File: config.mk
export PLATFORM = sky130hd
export DESIGN_NAME = cordic_lcd_sched
export DESIGN_NICKNAME = d
export VERILOG_FILES = /design/src/rtl/cordic_lcd_sched.sv
export SDC_FILE = /design/constraint.sdc
export NUM_CORES = 1
export LEC_CHECK = 0
export ABC_AREA = 1
export ABC_CLOCK_PERIOD_IN_PS = 2100
export CAP_MARGIN = 10
export CELL_PAD_IN_SITES_DETAIL_PLACEMENT = 1
export CELL_PAD_IN_SITES_GLOBAL_PLACEMENT = 2
export CORE_MARGIN = 2
export CORE_UTILIZATION = 32
export CTS_CLUSTER_SIZE = 30
export DETAILED_ROUTE_END_ITERATION = 12
export GPL_TIMING_DRIVEN = 0
export PLACE_DENSITY_LB_ADDON = 0.3
export SYNTH_ARGS = -nofsm -noshare
export SYNTH_HDL_FRONTEND = slang
export SYNTH_SLANG_ARGS = --single-unit
File: constraint.sdc
create_clock -name clk -period 2.1 [get_ports clk]
set_input_delay 0.42 -clock clk [delete_from_list [all_inputs] [get_ports clk]]
set_output_delay 0.42 -clock clk [all_outputs]
set_load 0.03 [all_outputs]
File: src/rtl/cordic_lcd_sched.sv
// cordic_lcd_sched: sequences one display update (CORDIC -> BCD -> LCD refresh)
// per timer tick or step request, with a watchdog on every waiting stage.
module cordic_lcd_sched #(
  parameter int unsigned        ANGLE_W        = 32,
  parameter logic [ANGLE_W-1:0] ANGLE_STEP     = ANGLE_W'(32'h0100_0000),
  parameter int unsigned        REFRESH_CYCLES = 50_000_000,
  parameter int unsigned        TIMEOUT_CYCLES = 10_000_000
) (
  input  logic               clk,
  input  logic               rst,
  input  logic               run_i,
  input  logic               step_i,
  output logic [ANGLE_W-1:0] angle_o,
  output logic               cordic_start_o,
  input  logic               cordic_done_i,
  output logic               bcd_start_o,
  input  logic               bcd_done_i,
  input  logic               lcd_req_i,
  output logic               lcd_w_en_o,
  output logic               busy_o,
  output logic               err_o
);

  localparam int TMR_W = $clog2(REFRESH_CYCLES + 1);
  localparam int TO_W  = $clog2(TIMEOUT_CYCLES + 1);
  localparam logic [TMR_W-1:0] TMR_LAST = TMR_W'(REFRESH_CYCLES - 1);
  localparam logic [TO_W-1:0]  TO_LAST  = TO_W'(TIMEOUT_CYCLES - 1);

  typedef enum logic [3:0] {
    S_IDLE,
    S_CORDIC_GO,
    S_CORDIC_WAIT,
    S_BCD_GO,
    S_BCD_WAIT,
    S_LCD_IDLE,
    S_LCD_GO,
    S_LCD_ACK,
    S_LCD_BUSY,
    S_DONE
  } state_t;

  state_t             r_state;
  state_t             w_state_next;
  logic [TMR_W-1:0]   r_timer;
  logic [TO_W-1:0]    r_tout;
  logic [ANGLE_W-1:0] r_angle;
  logic               r_pend;
  logic               r_err;
  logic               w_timer_hit;
  logic               w_req;
  logic               w_consume;
  logic               w_wait_state;
  logic               w_timeout;

  assign w_timer_hit = run_i && (r_timer == TMR_LAST);
  // A step and a timer tick in the same cycle collapse into one request.
  assign w_req       = step_i || w_timer_hit;

  always_ff @(posedge clk) begin
    if (rst) begin
      r_state <= S_IDLE;
    end else begin
      r_state <= w_state_next;
    end
  end

  always_comb begin
    w_state_next   = r_state;
    w_wait_state   = 1'b0;
    w_consume      = 1'b0;
    cordic_start_o = 1'b0;
    bcd_start_o    = 1'b0;
    lcd_w_en_o     = 1'b0;
    case (r_state)
      S_IDLE: begin
        if (r_pend) begin
          w_consume    = 1'b1;
          w_state_next = S_CORDIC_GO;
        end
      end
      S_CORDIC_GO: begin
        cordic_start_o = 1'b1;
        w_state_next   = S_CORDIC_WAIT;
      end
      S_CORDIC_WAIT: begin
        w_wait_state = 1'b1;
        if (cordic_done_i) w_state_next = S_BCD_GO;
      end
      S_BCD_GO: begin
        bcd_start_o  = 1'b1;
        w_state_next = S_BCD_WAIT;
      end
      S_BCD_WAIT: begin
        w_wait_state = 1'b1;
        if (bcd_done_i) w_state_next = S_LCD_IDLE;
      end
      S_LCD_IDLE: begin
        w_wait_state = 1'b1;
        if (lcd_req_i) w_state_next = S_LCD_GO;
      end
      S_LCD_GO: begin
        lcd_w_en_o   = 1'b1;
        w_state_next = S_LCD_ACK;
      end
      S_LCD_ACK: begin
        w_wait_state = 1'b1;
        if (!lcd_req_i) w_state_next = S_LCD_BUSY;
      end
      S_LCD_BUSY: begin
        w_wait_state = 1'b1;
        if (lcd_req_i) w_state_next = S_DONE;
      end
      S_DONE: begin
        w_state_next = S_IDLE;
      end
      default: begin
        w_state_next = S_IDLE;
      end
    endcase
    // Progress on the final allowed cycle still wins over the watchdog.
    w_timeout = w_wait_state && (w_state_next == r_state) && (r_tout == TO_LAST);
    if (w_timeout) w_state_next = S_IDLE;
  end

  always_ff @(posedge clk) begin
    if (rst) begin
      r_timer <= '0;
      r_pend  <= 1'b0;
      r_tout  <= '0;
      r_angle <= '0;
      r_err   <= 1'b0;
    end else begin
      if (!run_i || w_timer_hit) begin
        r_timer <= '0;
      end else begin
        r_timer <= r_timer + TMR_W'(1);
      end

      // A new request in the consuming cycle is kept as the next queued update.
      if (w_req) begin
        r_pend <= 1'b1;
      end else if (w_consume) begin
        r_pend <= 1'b0;
      end

      if (w_state_next != r_state) begin
        r_tout <= '0;
      end else if (w_wait_state) begin
        r_tout <= r_tout + TO_W'(1);
      end

      if (r_state == S_DONE) begin
        r_angle <= r_angle + ANGLE_STEP;
      end

      if (w_timeout) begin
        r_err <= 1'b1;
      end
    end
  end

  assign angle_o = r_angle;
  assign busy_o  = (r_state != S_IDLE);
  assign err_o   = r_err;

endmodule
==> impl_metrics.json, run 1 <==
{
  "combPwrFrac": 0.105,
  "switchingPower_mw": 0.805,
  "grt_pass1_wl_mm": 15.7,
  "yosys.area.top_type": "dfxtp_1",
  "clkPwrFrac": 0.520,
  "cpPeakStageDelay_ps": 420,
  "fin_area_mm2": 0.00459,
  "cpLargestDelayFamily": "buffers and inverters",
  "place.port_buffers": 19,
  "grt_use_total": 0.155,
  "rsz0062_at_grt": "yes",
  "crit_path_max_fanout": 6,
  "crit_buf_inv": 3,
  "fin_util": 0.406,
  "final_net_count": 572,
  "cp-end-kind": "output port",
  "drive_gt1_frac": 0.205,
  "max_freq_mhz": 502,
  "critPathKind": "reg2out",
  "cts_tree": "built",
  "syn_inst": 508,
  "crit_required_ps": 1680,
  "die_w_um": 111,
  "layout_commonest_cell": "nor2_1",
  "vias": 3220,
  "status": "completed",
  "ys_ff_latch": 64,
  "clkSlewWorstSetupHoldPaths_ps": 60,
  "yosysSeqAreaShare": 0.347,
  "diodes": 0,
  "swShare": 0.244,
  "period_needed_ps": 1990,
  "numCtsBuffers": 9,
  "ir_drop_v": 0.000633,
  "clk-insertion-delay-late_ps": 330,
  "ys_top_cells_by_area": "dfxtp_1 (35%), nor2_1 (8.9%), nand2_1 (8.3%)",
  "skew_ps": 6.40,
  "grt_max_degree": 12,
  "first_pass_iters": 4,
  "finalHoldViolations": 0,
  "dp_hpwl_mm": 6.95,
  "cp_cell_sequence": "inv_2 -> nor2_2 -> inv_1 -> nor2_1 -> dlygate4sd2_1",
  "root_buffer": "clkbuf_16",
  "start_util": 0.326,
  "grt_overflow": 0,
  "yosysTopAreaCellShare": 0.347,
  "p_per_area_mw_per_mm2": 719,
  "antenna_found_initial": 0,
  "hold_class": "reg2reg",
  "cts.sinks": 64,
  "p_total_mw": 3.30,
  "core_area_mm2": 0.0113,
  "cp-start-kind": "register",
  "die_y_um": 111,
  "power.internal_mw": 2.50,
  "syn_area_mm2": 0.00369,
  "rows": 39,
  "cap_violations": 0,
  "use_met2": 0.266,
  "grt.met1_usage": 0.191,
  "grt_pass1_vias": 3400,
  "yosysWarnings": 0,
  "ctsLongestPathBuffers": 2,
  "routabilityCongestion": 0.748,
  "seqPwrFrac": 0.375,
  "fill_cells": 1420,
  "drt_iter0_markers": 72,
  "cts_max_level": 3,
  "cp.arrival_ps": 1570,
  "synth_cell_types": 37,
  "place_area_mm2": 0.00415,
  "setup_viol": 0,
  "grtUsageMet3": 0.0348,
  "wl_mm": 9.12,
  "grt.busiest_layer": "met2",
  "drt.antenna.violating_nets": 0,
  "avgSynthCellArea_um2": 7.27,
  "layout_common_cells": "nor2_1 (83), nand2_1 (81), dfxtp_1 (57)",
  "io_pins": 44,
  "vias_per_cell": 4.54,
  "drc": 0,
  "fin_crit_sh": 0.948,
  "wl_per_cell_um": 12.8,
  "syn2layout_area_growth_pct": 24.3,
  "power_leakage_nw": 1.78,
  "die_area_mm2": 0.0124,
  "final-max-slew-violation-count": 0,
  "cp_slowest_cell": "dfxtp_2"
}
==> layer usage <==
layer,vias up,routed length (um),share of wire
li1,1672,-,-
met1,1503,4250,0.47
met2,34,4480,0.49
met3,11,237,0.026
met4,0,154,0.017
met5,-,0,0
==> power groups by stage <==
stage	sequential [mW]	combinational [mW]	clock, mW
after global routing	1.24	0.382	1.79
final	1.24	0.348	1.72
after floorplan	1.26	0.267	0
after global placement	1.26	0.336	0
after detailed placement	1.26	0.340	0
after CTS	1.24	0.341	1.76
==> logic make-up (layout without fill, tap and decap cells) <==
group	after synthesis	after routing	synth area share
and+or+nand+nor	276	276	0.370
buffers and inverters	93	129	0.127
DFF	64	64	0.347
xor gates and xnor gates	38	38	0.0901
AOI/OAI and AO/OA	32	32	0.0515
adders and majority gates	3	3	0.0102
other	1	24	0.00101
muxes	1	1	0.00271
==> flip-flops by register name (all words and copies together), names as in the netlist <==
name,count
err_o,1
r_tout,24
r_pend,1
angle_o,8
r_timer,26
r_state,4
==> cell usage after synthesis, drive strengths merged <==
cell type,instances
a211oi,2
a21o,1
a21oi,15
and3,1
buf,30
clkbuf,2
conb,1
dfxtp,64
ha,3
inv,61
mux2i,1
nand2,90
nand3,29
nand3b,2
nand4,11
nor2,97
nor3,40
nor3b,5
nor4,1
o21a,1
o21ai,9
o21bai,3
o22ai,1
xnor2,9
xor2,29
==> through the flow <==
| step | setup TNS, ps | hold slack (ps) | instances | setup slack [ps] |
|---|---|---|---|---|
| final | 0 | 451 | 710 | 109 |
| after global routing | -45.7 | 481 | 710 | -26.2 |
| after CTS | 0 | 463 | 709 | 4.20 |
| after detailed placement | -8910 | 448 | 693 | -410 |
| after global placement | -7690 | 431 | 693 | -357 |
| after floorplan | 0 | 418 | 531 | 306 |
==> area by class of cell <==
cell class                      instances  area (um^2)  share of cell area
Inverter                               61          229              0.0499
Tap cell                              143          179              0.0390
Multi-Input combinational cell        374         2110               0.460
Clock buffer                           11          233              0.0507
Sequential cell                        64         1290               0.281
Clock inverter                          5          105              0.0229
Timing Repair Buffer                   20          191              0.0417
Buffer                                 32          251              0.0548
==> final timing paths <==
path	from	end	slack [ps]	cells past startpoint
max reg2reg	r_state[1]	r_tout[12]	170	11
max	r_state[1]	lcd_w_en_o	110	5
min	r_timer[0]	r_timer[0]	450	1
min reg2reg	r_timer[0]	r_timer[0]	450	1
==> timing repair <==
action,in CTS,in global routing
endpoints found under the hold margin,0,0
setup buffers,0,1
gates resized for setup,13,22
hold buffers,0,0
endpoints found under the setup margin,26,39
pin swaps,0,3
(Power assumes the default switching activity.)
==> run 2, diff against run 1 <==
--- a/config.mk
+++ b/config.mk
@@ -15,6 +15,7 @@
 export CTS_CLUSTER_SIZE = 30
 export DETAILED_ROUTE_END_ITERATION = 12
 export GPL_TIMING_DRIVEN = 0
+export HOLD_SLACK_MARGIN = 0.1
 export PLACE_DENSITY_LB_ADDON = 0.3
 export SYNTH_ARGS = -nofsm -noshare
 export SYNTH_HDL_FRONTEND = slang
==> results of run 2 <==
Same layout as run 1: the final DEF is identical, and so are final timing and power.
